==> config.mk <==
export PLATFORM = sky130hd
export DESIGN_NAME = mac_tx_arb
export DESIGN_NICKNAME = d
export VERILOG_FILES = /design/src/rtl/mac_tx_arb.sv
export SDC_FILE = /design/constraint.sdc
export NUM_CORES = 1
export LEC_CHECK = 0
export CORE_MARGIN = 2
export CORE_UTILIZATION = 48
export CTS_CLUSTER_DIAMETER = 200
export DETAILED_ROUTE_END_ITERATION = 6
export PLACE_DENSITY = 0.85
export SLEW_MARGIN = 20
export SYNTH_ARGS = -nofsm -noshare
export SYNTH_HDL_FRONTEND = slang
export SYNTH_SLANG_ARGS = --single-unit
==> constraint.sdc <==
create_clock -name clk -period 4.9 [get_ports clk]
set_clock_uncertainty 0.1 [all_clocks]
set_input_delay 0.49 -clock clk [delete_from_list [all_inputs] [get_ports clk]]
set_output_delay 0.49 -clock clk [all_outputs]
set_load 0.05 [all_outputs]
==> src/rtl/mac_tx_arb.sv <==
// Frame-granular round-robin arbiter feeding the MAC TX FIFO write port.
// A grant lasts a whole frame; frames longer than MAX_LEN are cut with EOP+ERR and the rest drained.
module mac_tx_arb #(
    parameter int NREQ    = 2,
    parameter int MAX_LEN = 1518
) (
    input  logic                                   clk,
    input  logic                                   rstn,
    input  logic [NREQ-1:0]                        req_valid,
    input  logic [11*NREQ-1:0]                     req_data,
    output logic [NREQ-1:0]                        req_ready,
    input  logic                                   fifo_full,
    output logic                                   fifo_write,
    output logic [10:0]                            fifo_wdata,
    output logic [((NREQ > 1) ? $clog2(NREQ) : 1)-1:0] gnt_id,
    output logic                                   busy,
    output logic                                   frm_done,
    output logic                                   frm_trunc
);

    localparam int GW = (NREQ > 1) ? $clog2(NREQ) : 1;
    localparam int LW = $clog2(MAX_LEN + 1);
    localparam logic [LW-1:0] LAST = LW'(MAX_LEN - 1);

    typedef enum logic [1:0] {IDLE, BUSY, DRAIN} state_t;

    state_t          state, state_nxt;
    logic [GW-1:0]   rr_ptr, rr_ptr_nxt, gnt_nxt, winner;
    logic [LW-1:0]   len, len_nxt;
    logic            found;
    logic            sel_valid;
    logic [10:0]     sel_word;
    logic [NREQ-1:0] gnt_onehot;
    logic            last_word;
    logic            accept;
    logic            done_nxt, trunc_nxt;

    // Rotating priority scan: offset k from rr_ptr, first valid requester wins.
    always_comb begin
        found  = 1'b0;
        winner = '0;
        for (int k = 0; k < NREQ; k++) begin
            for (int i = 0; i < NREQ; i++) begin
                if (!found && (i == (int'(rr_ptr) + k) % NREQ) && req_valid[i]) begin
                    found  = 1'b1;
                    winner = GW'(i);
                end
            end
        end
    end

    always_comb begin
        sel_valid  = 1'b0;
        sel_word   = '0;
        gnt_onehot = '0;
        for (int i = 0; i < NREQ; i++) begin
            if (gnt_id == GW'(i)) begin
                sel_valid     = req_valid[i];
                sel_word      = req_data[11*i +: 11];
                gnt_onehot[i] = 1'b1;
            end
        end
    end

    assign last_word = (len == LAST);

    always_comb begin
        state_nxt  = state;
        rr_ptr_nxt = rr_ptr;
        gnt_nxt    = gnt_id;
        len_nxt    = len;
        done_nxt   = 1'b0;
        trunc_nxt  = 1'b0;
        req_ready  = '0;
        fifo_write = 1'b0;
        fifo_wdata = '0;
        accept     = 1'b0;
        case (state)
            IDLE: begin
                if (found) begin
                    gnt_nxt    = winner;
                    rr_ptr_nxt = (winner == GW'(NREQ - 1)) ? '0 : winner + 1'b1;
                    len_nxt    = '0;
                    state_nxt  = BUSY;
                end
            end
            BUSY: begin
                req_ready     = gnt_onehot & {NREQ{~fifo_full}};
                accept        = sel_valid & ~fifo_full;
                fifo_write    = accept;
                fifo_wdata    = sel_word;
                fifo_wdata[9] = (len == '0);
                // A word that already ends the frame at the limit is a normal completion, not a cut.
                if (last_word && !sel_word[10]) begin
                    fifo_wdata[10] = 1'b1;
                    fifo_wdata[8]  = 1'b1;
                end
                if (accept) begin
                    len_nxt = len + 1'b1;
                    if (sel_word[10]) begin
                        state_nxt = IDLE;
                        done_nxt  = 1'b1;
                    end else if (last_word) begin
                        state_nxt = DRAIN;
                        trunc_nxt = 1'b1;
                    end
                end
            end
            DRAIN: begin
                req_ready = gnt_onehot;
                if (sel_valid && sel_word[10]) begin
                    state_nxt = IDLE;
                end
            end
            default: state_nxt = IDLE;
        endcase
    end

    always_ff @(posedge clk or negedge rstn) begin
        if (!rstn) begin
            state     <= IDLE;
            rr_ptr    <= '0;
            len       <= '0;
            gnt_id    <= '0;
            busy      <= 1'b0;
            frm_done  <= 1'b0;
            frm_trunc <= 1'b0;
        end else begin
            state     <= state_nxt;
            rr_ptr    <= rr_ptr_nxt;
            len       <= len_nxt;
            gnt_id    <= gnt_nxt;
            busy      <= (state_nxt != IDLE);
            frm_done  <= done_nxt;
            frm_trunc <= trunc_nxt;
        end
    end

endmodule
==> impl_metrics.env, run 1 <==
export IMPL_clk_pin_slew_worst_paths_ns=0.11
export IMPL_period_share_pct=69.66
export IMPL_first_pass_iters=4
export IMPL_fin_nets=219
export IMPL_hold_path_end="rr_ptr$_DFFE_PN0P_"
export IMPL_slew_limit_headroom_pct=46.52
export IMPL_final_cell_mix="clkdlybuf4s50_1 (42), nor2_1 (20), dfrtp_1 (18), inv_1 (9), mux2i_1 (9)"
export IMPL_grt_max_degree=19
export IMPL_pin_count=45
export IMPL_synth_cell_types=40
export IMPL_grtUsageTotal_pct=23.51
export IMPL_synth_xor_area_share_pct=1.394
export IMPL_ys_seq_area_share_pct=35.86
export IMPL_p_leak_nw=0.7587
export IMPL_cap_violations=0
export IMPL_rsz0062_at_grt="false"
export IMPL_cts_tree="built"
export IMPL_grt_pass1_vias=1171
export IMPL_synthMuxAreaShare_pct=9.163
export IMPL_wl_per_cell_um=14.34
export IMPL_r2r_end="len[10]$_DFFE_PN0P_"
export IMPL_finalHoldViolCount=0
export IMPL_crit_family="buffers and inverters"
export IMPL_worstSetupPathType="flop to output port"
export IMPL_cts_hold_fix_buffers=0
export IMPL_hold_path_class="flop to flop"
export IMPL_area_delta_synth_final_pct=37.05
export IMPL_ant_nets=0
export IMPL_antenna_found_initial=0
export IMPL_r2r_slack_ns=2.67
export IMPL_whs_ns=0.4010
export IMPL_crit_fanout=17
export IMPL_r2r_start="state[1]$_DFF_PN0_"
export IMPL_arrival_ns=2.82
export IMPL_h_tree_depth=1
export IMPL_syn_inst=144
export IMPL_synth_simple_gate_area_share_pct=23.61
export IMPL_gp_congestion=0.8343
export IMPL_status="completed"
export IMPL_fp_coreArea_um2=2477
export IMPL_power_density_nw_per_um2=529.9
export IMPL_fmax_mhz=293.0
export IMPL_ys_warn_count=0
export IMPL_synth_fp_nets=178
export IMPL_cts_root_buf="clkbuf_4"
export IMPL_drive_above_1_share_pct=4.348
export IMPL_dp_hpwl_mm=2.397
export IMPL_synth_cell_area_um2=1256
export IMPL_min_path_cells=1
export IMPL_worst_path_largest_cell_delay_ns=0.84
export IMPL_layout_min_cycle_time_ns=3.413
export IMPL_stdcell_count=214
export IMPL_rr_worst_depth=6
export IMPL_min_from="rr_ptr$_DFFE_PN0P_"
export IMPL_placed_cells=210
export IMPL_die_y_um=55.16
export IMPL_cts_repair_resized=0
export IMPL_grt_pass1_wl_mm=5.016
export IMPL_layout_commonest_cell="clkdlybuf4s50_1"
export IMPL_die_area_um2=3042
export IMPL_worst_pin_slew_ns=0.7996
export IMPL_diodes=0
export IMPL_clock_path_buffers=2
export IMPL_vdd_drop_max_v=0.0003717
export IMPL_crit_path_end_kind="output port"
export IMPL_crit_chain="mux2_2, nand4b_1, a21oi_1, clkdlybuf4s50_1"
export IMPL_routed_via_density=5.846
export IMPL_row_count=18
export IMPL_synth_top_family_by_area="simple AND/OR/NAND/NOR gates"
export IMPL_syn_mean_instance_area_um2=8.724
export IMPL_start_util_pct=50.71
export IMPL_overflow=0
export IMPL_synthAdderAreaFrac_pct=6.972
export IMPL_start_kind="flop"
export IMPL_num_vias=1251
export IMPL_slew_violations=0
export IMPL_die_w_um=55.16
export IMPL_wl_mm=3.069
export IMPL_dr_first_iter_drc_count=23
export IMPL_synth_seq_cells=18
export IMPL_fin_setup_tns_ns=0
export IMPL_synth_compound_area_share_pct=18.03
export IMPL_io_buffers=42
export IMPL_setup_viol=0
export IMPL_path_buf_inv=1
export IMPL_cts_setup_buffers=0
export IMPL_crit_slowest_cell="clkdlybuf4s50_1"
export IMPL_critical_path_required_ns=4.31
export IMPL_cts_num_sinks=18
export IMPL_cts_buffers=3
export IMPL_insertion_delay_ns=0.30
export IMPL_drc_errors=0
[synthesized netlist by cell type]
master	count	area (µm²)
o211ai_1	1	7.510
mux2_2	1	11.26
a2bb2oi_2	1	15.01
nor2b_1	2	12.51
xnor2_1	2	17.52
o21ai_0	7	35.03
a41o_1	2	20.02
inv_1	9	33.78
nor4_1	5	31.28
nand3_1	4	20.02
clkbuf_1	3	11.26
or3_1	2	12.51
o32ai_1	1	8.760
o22ai_1	2	12.51
o31ai_1	3	22.52
mux2i_2	1	13.76
ha_1	7	87.58
nand4b_1	1	8.760
buf_2	1	5.000
or4_1	3	22.52
a21oi_1	8	40.04
nand2b_1	2	12.51
nor4bb_1	1	10.01
clkbuf_2	1	5.000
o21a_1	1	7.510
and3_1	4	25.02
nand4_1	1	6.260
a31oi_1	5	31.28
nor3b_1	1	7.510
nand2_1	8	30.03
nand3b_1	1	7.510
mux2i_1	9	90.09
and4_1	1	8.760
buf_4	1	7.510
a22o_1	1	8.760
or2_2	1	6.260
dfrtp_1	18	450.4
a211o_1	1	8.760
nor2_1	20	75.07
a311oi_1	1	8.760
[worst max path at each step]
stage / startpoint / endpoint / cells past startpoint
4_1_cts: gnt_id$_DFFE_PN0P_ / fifo_wdata[8] / 4
6_report: gnt_id$_DFFE_PN0P_ / fifo_wdata[8] / 4
2_1_floorplan: state[1]$_DFF_PN0_ / fifo_wdata[9] / 5
3_5_place_dp: gnt_id$_DFFE_PN0P_ / fifo_wdata[8] / 4
3_3_place_gp: req_data[21] / fifo_wdata[8] / 5
5_1_grt: gnt_id$_DFFE_PN0P_ / fifo_wdata[8] / 4
[where the power goes]
group          switching, mW  internal (mW)
Sequential            0.0567          0.181
Clock                 0.0478         0.0453
Combinational          0.370          0.211
[stage by stage]
step	util, %	setup slack (ns)	power [mW]	area [µm²]
global placement	68.03	1.858	0.8123	1685
detailed placement	68.03	1.830	0.8235	1685
floorplan	-	1.871	0.6486	1256
global route	69.49	1.337	0.9710	1722
finish	69.49	1.487	0.9123	1722
CTS	69.49	1.467	0.9165	1722
[sequential cells by signal, summed over array words and instances, names as in the netlist]
register,flops
len,11
state,2
busy,1
frm_done,1
frm_trunc,1
gnt_id,1
rr_ptr,1
[logic make-up (layout without fill, tap and decap cells)]
kind of cell	Yosys count	in the layout
xor+xnor	2	2
fa+ha+maj	7	7
buf+inv	15	55
mux	11	11
flops	18	18
simple gates	57	57
compound gates	34	34
[metal layers]
layer / track usage, % / vias to the layer above / wire length, µm
met5: 0 / - / 0
met4: 10.57 / 0 / 48
li1: - / 609 / -
met3: 6.989 / 4 / 226
met2: 38.10 / 43 / 1458
met1: 28.74 / 595 / 1335
[cell type report]
class	count	area, µm²
clock buffer	4	36.28
fill	204	755.7
multi-input combinational	111	743.2
inverter	9	33.78
sequential	18	450.4
tap	30	37.54
timing repair buffer	42	420.4
Power figures use the tool's default switching activity.
==> inputs of run 2 (changes only) <==
--- a/config.mk
+++ b/config.mk
@@ -6,10 +6,10 @@
 export NUM_CORES = 1
 export LEC_CHECK = 0
 export CORE_MARGIN = 2
-export CORE_UTILIZATION = 48
+export CORE_UTILIZATION = 44
 export CTS_CLUSTER_DIAMETER = 200
 export DETAILED_ROUTE_END_ITERATION = 6
-export PLACE_DENSITY = 0.85
+export PLACE_DENSITY = 0.79
 export SLEW_MARGIN = 20
 export SYNTH_ARGS = -nofsm -noshare
 export SYNTH_HDL_FRONTEND = slang
==> constraint.sdc (replaced) <==
create_clock -name clk -period 3.5 [get_ports clk]
set_clock_uncertainty 0.1 [all_clocks]
set_input_delay 0.35 -clock clk [delete_from_list [all_inputs] [get_ports clk]]
set_output_delay 0.35 -clock clk [all_outputs]
set_load 0.05 [all_outputs]
==> run 2 against run 1 <==
Compared with the run above: core utilization decreased by 6.7 points; setup slack got worse by 1.0 ns; power up 38%; via count about the same; flip-flop and latch count unchanged; largest power group unchanged; clock power rose by 14%; first-iteration DRC count grew to 3.4 times the previous value; critical path type unchanged.
==> impl_metrics.env, run 2 (synthesis gave the netlist of run 1 again) <==
export IMPL_pin_count=45
export IMPL_cts_root_buf="clkbuf_4"
export IMPL_rsz0062_at_grt="false"
export IMPL_largest_reg_flops=11
export IMPL_h_tree_depth=1
export IMPL_cap_violations=0
export IMPL_cts_tree="built"
export IMPL_final_util_pct=62.79
export IMPL_wl_mm=3.087
export IMPL_crit_fanout=4
export IMPL_layout_min_cycle_time_ns=3.047
export IMPL_period_share_pct=87.05
export IMPL_crit_path_end_kind="output port"
export IMPL_num_vias=1252
export IMPL_cts_hold_fix_buffers=0
export IMPL_p_leak_nw=0.7563
export IMPL_fp_coreArea_um2=2734
export IMPL_cts_num_sinks=18
export IMPL_finalHoldViolCount=0
export IMPL_io_buffers=42
export IMPL_slew_violations=0
export IMPL_reg_top3="len: 11 flops, state: 2 flops"
export IMPL_slew_limit_headroom_pct=46.12
export IMPL_grt_pass1_wl_mm=5.457
export IMPL_critical_path_required_ns=3.05
export IMPL_cts_repair_resized=0
export IMPL_worstSetupPathType="flop to output port"
export IMPL_dp_hpwl_mm=2.368
export IMPL_diodes=0
export IMPL_fin_nets=220
export IMPL_cts_buffers=3
export IMPL_grt_max_degree=19
export IMPL_final_cell_mix="clkdlybuf4s50_1 (42), nor2_1 (20), dfrtp_1 (18), inv_1 (9), mux2i_1 (9)"
export IMPL_rr_worst_depth=6
export IMPL_area_delta_synth_final_pct=36.65
export IMPL_start_kind="flop"
export IMPL_start_util_pct=45.95
export IMPL_arrival_ns=2.60
export IMPL_die_area_um2=3298
export IMPL_setup_viol=0
export IMPL_die_y_um=57.43
export IMPL_min_path_cells=1
export IMPL_hold_path_class="flop to flop"
export IMPL_status="completed"
export IMPL_layout_commonest_cell="clkdlybuf4s50_1"
export IMPL_overflow=0
export IMPL_fin_setup_tns_ns=0
export IMPL_dr_first_iter_drc_count=78
export IMPL_wl_per_cell_um=14.36
export IMPL_vdd_drop_max_v=0.0005244
export IMPL_max_flop_register="len"
export IMPL_clk_pin_slew_worst_paths_ns=0.10
export IMPL_power_density_nw_per_um2=736.0
export IMPL_clock_path_buffers=2
export IMPL_antenna_found_initial=0
export IMPL_drive_above_1_share_pct=4.348
export IMPL_insertion_delay_ns=0.30
export IMPL_grt_pass1_vias=1266
export IMPL_worst_pin_slew_ns=0.8056
export IMPL_drc_errors=0
export IMPL_routed_via_density=5.823
export IMPL_grtUsageTotal_pct=20.78
export IMPL_cts_setup_buffers=0
export IMPL_ant_nets=0
export IMPL_gp_congestion=0.9159
export IMPL_die_w_um=57.43
export IMPL_row_count=19
export IMPL_first_pass_iters=4
export IMPL_fmax_mhz=328.2
==> run 2: final timing paths <==
path	to	slack, ns	start
max in group asynchronous	gnt_id$_DFFE_PN0P_	2.39	rstn
min in group asynchronous	len[5]$_DFFE_PN0P_	0.41	rstn
worst max register to register	len[10]$_DFFE_PN0P_	1.24	state[1]$_DFF_PN0_
worst min-delay path	rr_ptr$_DFFE_PN0P_	0.40	rr_ptr$_DFFE_PN0P_
worst min register to register	rr_ptr$_DFFE_PN0P_	0.40	rr_ptr$_DFFE_PN0P_
worst max-delay path	fifo_wdata[8]	0.45	len[1]$_DFFE_PN0P_
==> run 2: worst max-delay path: stages, from the launching register on <==
cell and delay [ns]:
dfrtp_1 0.43, inv_1 0.10, ha_1 0.15, nor4bb_1 0.35, nand4b_1 0.24, a21oi_1 0.21
clkdlybuf4s50_1 0.82
==> run 2: layout make-up <==
class / count / area (µm²)
Timing Repair Buffer: 43 / 427.9
Sequential cell: 18 / 450.4
Tap cell: 31 / 38.79
Multi-Input combinational cell: 111 / 743.2
Inverter: 9 / 33.78
Fill cell: 233 / 1017
Clock buffer: 3 / 22.52
==> run 2: power breakdown <==
group,internal (mW),switching [mW]
combinational,0.303,0.554
sequential,0.254,0.0464
clock,0.0401,0.0655
==> run 2: through the flow <==
step	area [µm²]	hold WS (ns)	worst slack, ns	instances	total power [mW]
6_report	1717	0.3969	0.4532	215	1.263
3_5_place_dp	1694	0.3861	0.7063	212	1.159
5_1_grt	1717	0.4527	0.2862	215	1.345
2_1_floorplan	1256	-0.04559	0.6112	144	0.9081
3_3_place_gp	1694	0.3770	0.7218	212	1.148
4_1_cts	1717	0.4037	0.4549	215	1.265
==> run 2: routing by layer <==
metal	up-vias	track usage, %	share of wire (%)
met3	4	5.896	6.4
met2	51	35.39	50
met4	0	4.983	0.91
met1	588	25.92	43
li1	609	-	-
met5	-	0	0
==> RTL edit 1: new RTL, config.mk and constraints of run 2 <==
Encoding of `state_t`: now one-hot (3 bits for 3 states).
--- a/src/rtl/mac_tx_arb.sv
+++ b/src/rtl/mac_tx_arb.sv
@@ -22,7 +22,7 @@
     localparam int LW = $clog2(MAX_LEN + 1);
     localparam logic [LW-1:0] LAST = LW'(MAX_LEN - 1);
 
-    typedef enum logic [1:0] {IDLE, BUSY, DRAIN} state_t;
+    typedef enum logic [2:0] {IDLE = 3'b001, BUSY = 3'b010, DRAIN = 3'b100} state_t;
 
     state_t          state, state_nxt;
     logic [GW-1:0]   rr_ptr, rr_ptr_nxt, gnt_nxt, winner;
Formal check against the unedited RTL: no difference found for any inputs over 4 cycles, from zero or initial values and one cycle with rstn low; so few cycles prove little.
==> RTL edit 1 against run 2 <==
- worst setup slack got worse by 0.24 ns
- fmax fell by 7.2%
- critical path depth rose by 1
- register-to-register slack improved by 0.33 ns
- routed wire length fell by 7.6%
- power fell by 21%
- area after synthesis fell by 5.7%
- final area fell by 3.6%
- count of clock-buffer cells in the layout rose by 1
- sequential cell count rose by 1
- critical path type unchanged
- largest cell class unchanged
==> RTL edit 1: results (changes against run 2) <==
| Metric | Value |
|---|---|
| Status | `finished clean (unchanged)` |
| Post-DP HPWL | `2.23 mm (was 2.37 mm)` |
| Root Buffer | `clkbuf_4 (unchanged)` |
| Final WL | `2.85 mm (was 3.09 mm)` |
| Sw Ratio | `47.0% (was 52.7%)` |
| Clk Latency, worst-skew pair | `0.28 ns (was 0.30 ns)` |
| First-pass GRT wire length | `4.89 mm (was 5.46 mm)` |
| Clock transition at path regs | `0.10 ns (about the same)` |
| Initial antenna violation count | `0 (unchanged)` |
| Leading cell types by count after synthesis | `18 x dfrtp_1, 14 x nor2_1, 11 x mux2i_1 (was 20 x nor2_1, 18 x dfrtp_1, 9 x inv_1, 9 x mux2i_1)` |
| Mapped Avg Cell Area | `9.48 µm² (was 8.72 µm²)` |
| GP Congestion | `0.822 (was 0.916)` |
| Share of post-route cells with drive strength above 1 | `7.14% (was 4.35%)` |
| Post-CTS setup buffer count | `0 (unchanged)` |
| Type of the tightest min-delay check | `register to register (unchanged)` |
| Non-filler cells, final | `198 (was 215)` |
| Leakage | `0.000667 µW (was 0.000756 µW)` |
| WP data arrival | `2.83 ns (was 2.60 ns)` |
| Largest registers | `len (11), state (3) (was len (11), state (2))` |
| Worst Tran Pin Value | `0.831 ns (was 0.806 ns)` |
| Synth cell types | `42 (was 40)` |
| Synth top area cells | `dfrtp_1 38%, mux2i_1 9.3%, nor2_1 4.4%, a21oi_1 3.8%, ha_1 3.2% (was dfrtp_1 36%, mux2i_1 7.2%, ha_1 7.0%, nor2_1 6.0%, a21oi_1 3.2%)` |
| Peak supply drop | `416 µV (was 524 µV)` |
| Largest net degree at the start of global routing | `20 (was 19)` |
| Syn Nets | `155 (was 178)` |
| Sequential area share after synthesis | `40.2% (was 35.9%)` |
| GRT Util Overall | `19.6% (was 20.8%)` |
| 1st-iter DRT viols | `19 (was 78)` |
| Slowest cell delay on critical path | `0.83 ns` |
| Setup-failing EPs final | `0 (unchanged)` |
| H-tree levels | `1 (unchanged)` |
| Placed insts | `194 (was 212)` |
| Port Buf Inserts | `42 (unchanged)` |
| FILL cells | `217 (was 233)` |
| Clock buffer depth | `2 (unchanged)` |
| Via count | `1,139 (was 1,252)` |
## RTL edit 1: changes by cell type after synthesis, sizes merged, moves of 3 or more
cell / change
ha: -4
nor2: -5
inv: -7
and3: -3
or3: +3
## RTL edit 1: critical path: cells and delay by family (launching register included)
family	cells	cell delay (ns)
buffers and inverters	2	0.94
AND/OR/NAND/NOR	2	0.62
AO/OA/AOI/OAI	2	0.42
flip-flops	1	0.42
adder cells (fa/ha/maj)	1	0.15
## RTL edit 1: logic make-up after synthesis
kind of cell	synth area share, %
buffers and inverters	3.59
DFF	40.2
muxes	9.29
AOI/OAI and AO/OA	12.9
adders and majority gates	3.17
xor gates and xnor gates	3.70
and+or+nand+nor	27.1
## RTL edit 1: through the flow
step | area, µm² | util (%) | setup WS, ns
after floorplan | 1180 | - | 0.417
after global placement | 1630 | 64.5 | 0.540
after detailed placement | 1630 | 64.5 | 0.483
after CTS | 1650 | 65.6 | 0.208
after global routing | 1650 | 65.6 | 0.0476
final | 1650 | 65.6 | 0.216
## RTL edit 1: routing by layer
layer  track usage [%]  up-vias  routed length (µm)
met4              7.14        0                  27
met3              5.35        2                 243
li1                  -      551                   -
met5                 0        -                   0
met2              33.7       46                1420
met1              23.5      540                1160
## RTL edit 1: cell type report
cell class | count | share of cell area [%]
Multi-Input combinational cell | 98 | 40.2
Sequential cell | 19 | 28.8
Timing Repair Buffer | 44 | 26.3
Tap cell | 30 | 2.27
Clock buffer | 4 | 1.59
Inverter | 3 | 0.756
## RTL edit 1: worst paths after layout
check | from | end | slack (ns) | cells after the start
worst min register to register | rr_ptr | rr_ptr | 0.40 | 1
worst max register to register | state[2] | len[10] | 1.57 | 4
worst min-delay path | rr_ptr | rr_ptr | 0.40 | 1
max in group asynchronous | rstn | len[10] | 2.36 | 1
worst max-delay path | len[1] | fifo_wdata[8] | 0.22 | 7
min in group asynchronous | rstn | len[2] | 0.43 | 1
## RTL edit 1: power groups by stage
| stage | clock network (µW) | registers, µW | logic, µW |
|---|---|---|---|
| finish | 106 | 298 | 589 |
| global route | 122 | 306 | 629 |
| CTS | 112 | 297 | 593 |
| detailed placement | 0 | 301 | 590 |
| global placement | 0 | 301 | 583 |
| floorplan | 0 | 338 | 381 |
==> RTL edit 2: new RTL, config.mk and constraints of run 2 <==
Made on the original files. `NREQ`: 2 -> 4.
--- a/src/rtl/mac_tx_arb.sv
+++ b/src/rtl/mac_tx_arb.sv
@@ -1,7 +1,7 @@
 // Frame-granular round-robin arbiter feeding the MAC TX FIFO write port.
 // A grant lasts a whole frame; frames longer than MAX_LEN are cut with EOP+ERR and the rest drained.
 module mac_tx_arb #(
-    parameter int NREQ    = 2,
+    parameter int NREQ    = 4,
     parameter int MAX_LEN = 1518
 ) (
     input  logic                                   clk,
Ports: changed (resized gnt_id, req_data, req_ready and req_valid); port bits go from 45 to 72. No check against the original RTL was run, so the function may have changed too.
==> RTL edit 2 against run 2 <==
- final area rose by 41%
- worst setup slack got worse by 0.086 ns
- area after synthesis grew 32%
- power rose by 43%
- sequential cell count rose by 2
- first-iteration DRC count shrank 21%
- routed wire length up 39%
- largest cell class unchanged
==> RTL edit 2: results (changes against run 2) <==
| Metric | Value |
|---|---|
| Vias in the first global route | `1,427 (was 1,266)` |
| Largest net degree at the start of global routing | `21 (was 19)` |
| Clock transition at path regs | `0.07 ns (was 0.10 ns)` |
| Status | `finished clean (unchanged)` |
| Clk Latency, worst-skew pair | `0.26 ns (was 0.30 ns)` |
| Post-layout nets | `290 (was 220)` |
| GP Congestion | `0.822 (was 0.916)` |
| First-pass GRT wire length | `6.89 mm (was 5.46 mm)` |
| Slowest cell delay on critical path | `0.84 ns (was 0.82 ns)` |
| First-pass DRT Iterations | `4 (unchanged)` |
| Crit path kind | `register to output pin (unchanged)` |
| Leading cell types by count after synthesis | `20 x dfrtp_1, 17 x nor2_1, 11 x nand2_1 (was 20 x nor2_1, 18 x dfrtp_1, 9 x inv_1, 9 x mux2i_1)` |
| 1st-iter DRT viols | `62 (was 78)` |
| Share of post-route cells with drive strength above 1 | `10.8% (was 4.35%)` |
| FILL cells | `314 (was 233)` |
| WP data arrival | `2.68 ns (was 2.60 ns)` |
| CP max FO | `8 (was 4)` |
| Leakage | `0.000956 µW (was 0.000756 µW)` |
| Via count | `1,530 (was 1,252)` |
| Worst Tran Pin Value | `0.872 ns (was 0.806 ns)` |
| Synth cell types | `46 (was 40)` |
| Reg2reg setup slack | `1.28 ns (was 1.24 ns)` |
| Syn Nets | `225 (was 178)` |
| Peak supply drop | `346 µV (was 524 µV)` |
| Port Buf Inserts | `67 (was 42)` |
| Sequential area share after synthesis | `30.2% (was 35.9%)` |
| Post-DP HPWL | `3.42 mm (was 2.37 mm)` |
| Root Buffer | `clkbuf_8 (was clkbuf_4)` |
| Critical Path Sink | `req_ready[0] (was fifo_wdata[8])` |
| GRT Util Overall | `20.8% (about the same)` |
| Final WL | `4.28 mm (was 3.09 mm)` |
| Synth top area cells | `dfrtp_1 30%, mux4_2 12%, ha_1 5.3%, xnor2_1 4.2%, nor2_1 3.9% (was dfrtp_1 36%, mux2i_1 7.2%, ha_1 7.0%, nor2_1 6.0%, a21oi_1 3.2%)` |
-- RTL edit 2: critical path, delay by kind of cell (launching register included) --
family                   cells  cell delay, ns
buffers and inverters        2            0.94
AND/OR/NAND/NOR              2            0.58
adder cells (fa/ha/maj)      1            0.30
flip-flops                   1            0.42
AO/OA/AOI/OAI                1            0.18
-- RTL edit 2: final cells by class --
cell class / instances / area share (%)
timing repair buffer: 69 / 28.3
inverter: 8 / 1.24
multi-input combinational: 130 / 44.4
tap: 48 / 2.48
clock buffer: 3 / 1.71
clock inverter: 1 / 1.24
sequential: 20 / 20.7
-- RTL edit 2: through the flow --
stage | instances | power (µW) | utilization [%] | area, µm² | worst slack (ns)
after floorplan | 167 | 1230 | - | 1660 | 0.503
after global placement | 275 | 1560 | 64.6 | 2350 | 0.624
after detailed placement | 275 | 1580 | 64.6 | 2350 | 0.589
after CTS | 279 | 1820 | 66.5 | 2420 | 0.335
after global routing | 279 | 1910 | 66.5 | 2420 | 0.170
final | 279 | 1800 | 66.5 | 2420 | 0.367
-- RTL edit 2: kinds of logic after synthesis --
| family | after synthesis | share of synthesized area, % |
|---|---|---|
| buffers and inverters | 17 | 4.99 |
| and+or+nand+nor | 73 | 25.1 |
| muxes | 15 | 18.0 |
| AOI/OAI and AO/OA | 27 | 12.2 |
| DFF | 20 | 30.2 |
| adders and majority gates | 7 | 5.29 |
| xor gates and xnor gates | 8 | 4.23 |
-- RTL edit 2: worst min path at each step --
| stage | from | cells after the start | slack (ns) | to |
|---|---|---|---|---|
| 5_1_grt | len[9] | 2 | 0.52 | len[9] |
| 2_1_floorplan | rstn | 0 | -0.05 | busy |
| 3_5_place_dp | len[6] | 2 | 0.47 | len[6] |
| 3_3_place_gp | len[6] | 2 | 0.46 | len[6] |
| 4_1_cts | len[6] | 2 | 0.48 | len[6] |
| 6_report | rstn | 1 | 0.48 | len[5] |
-- RTL edit 2: routing by layer --
layer	vias up	global-route usage [%]	part of all wire [%]
li1	748	-	-
met1	717	25.7	44
met2	61	36.5	47
met3	4	6.34	9.1
met4	0	3.13	0.63
met5	-	0	0
-- RTL edit 2: power breakdown --
part	switching (µW)	total (µW)	internal [µW]
Combinational	705	1200	497
Sequential	88.5	371	282
Clock	75.9	229	153
Total	869	1800	932
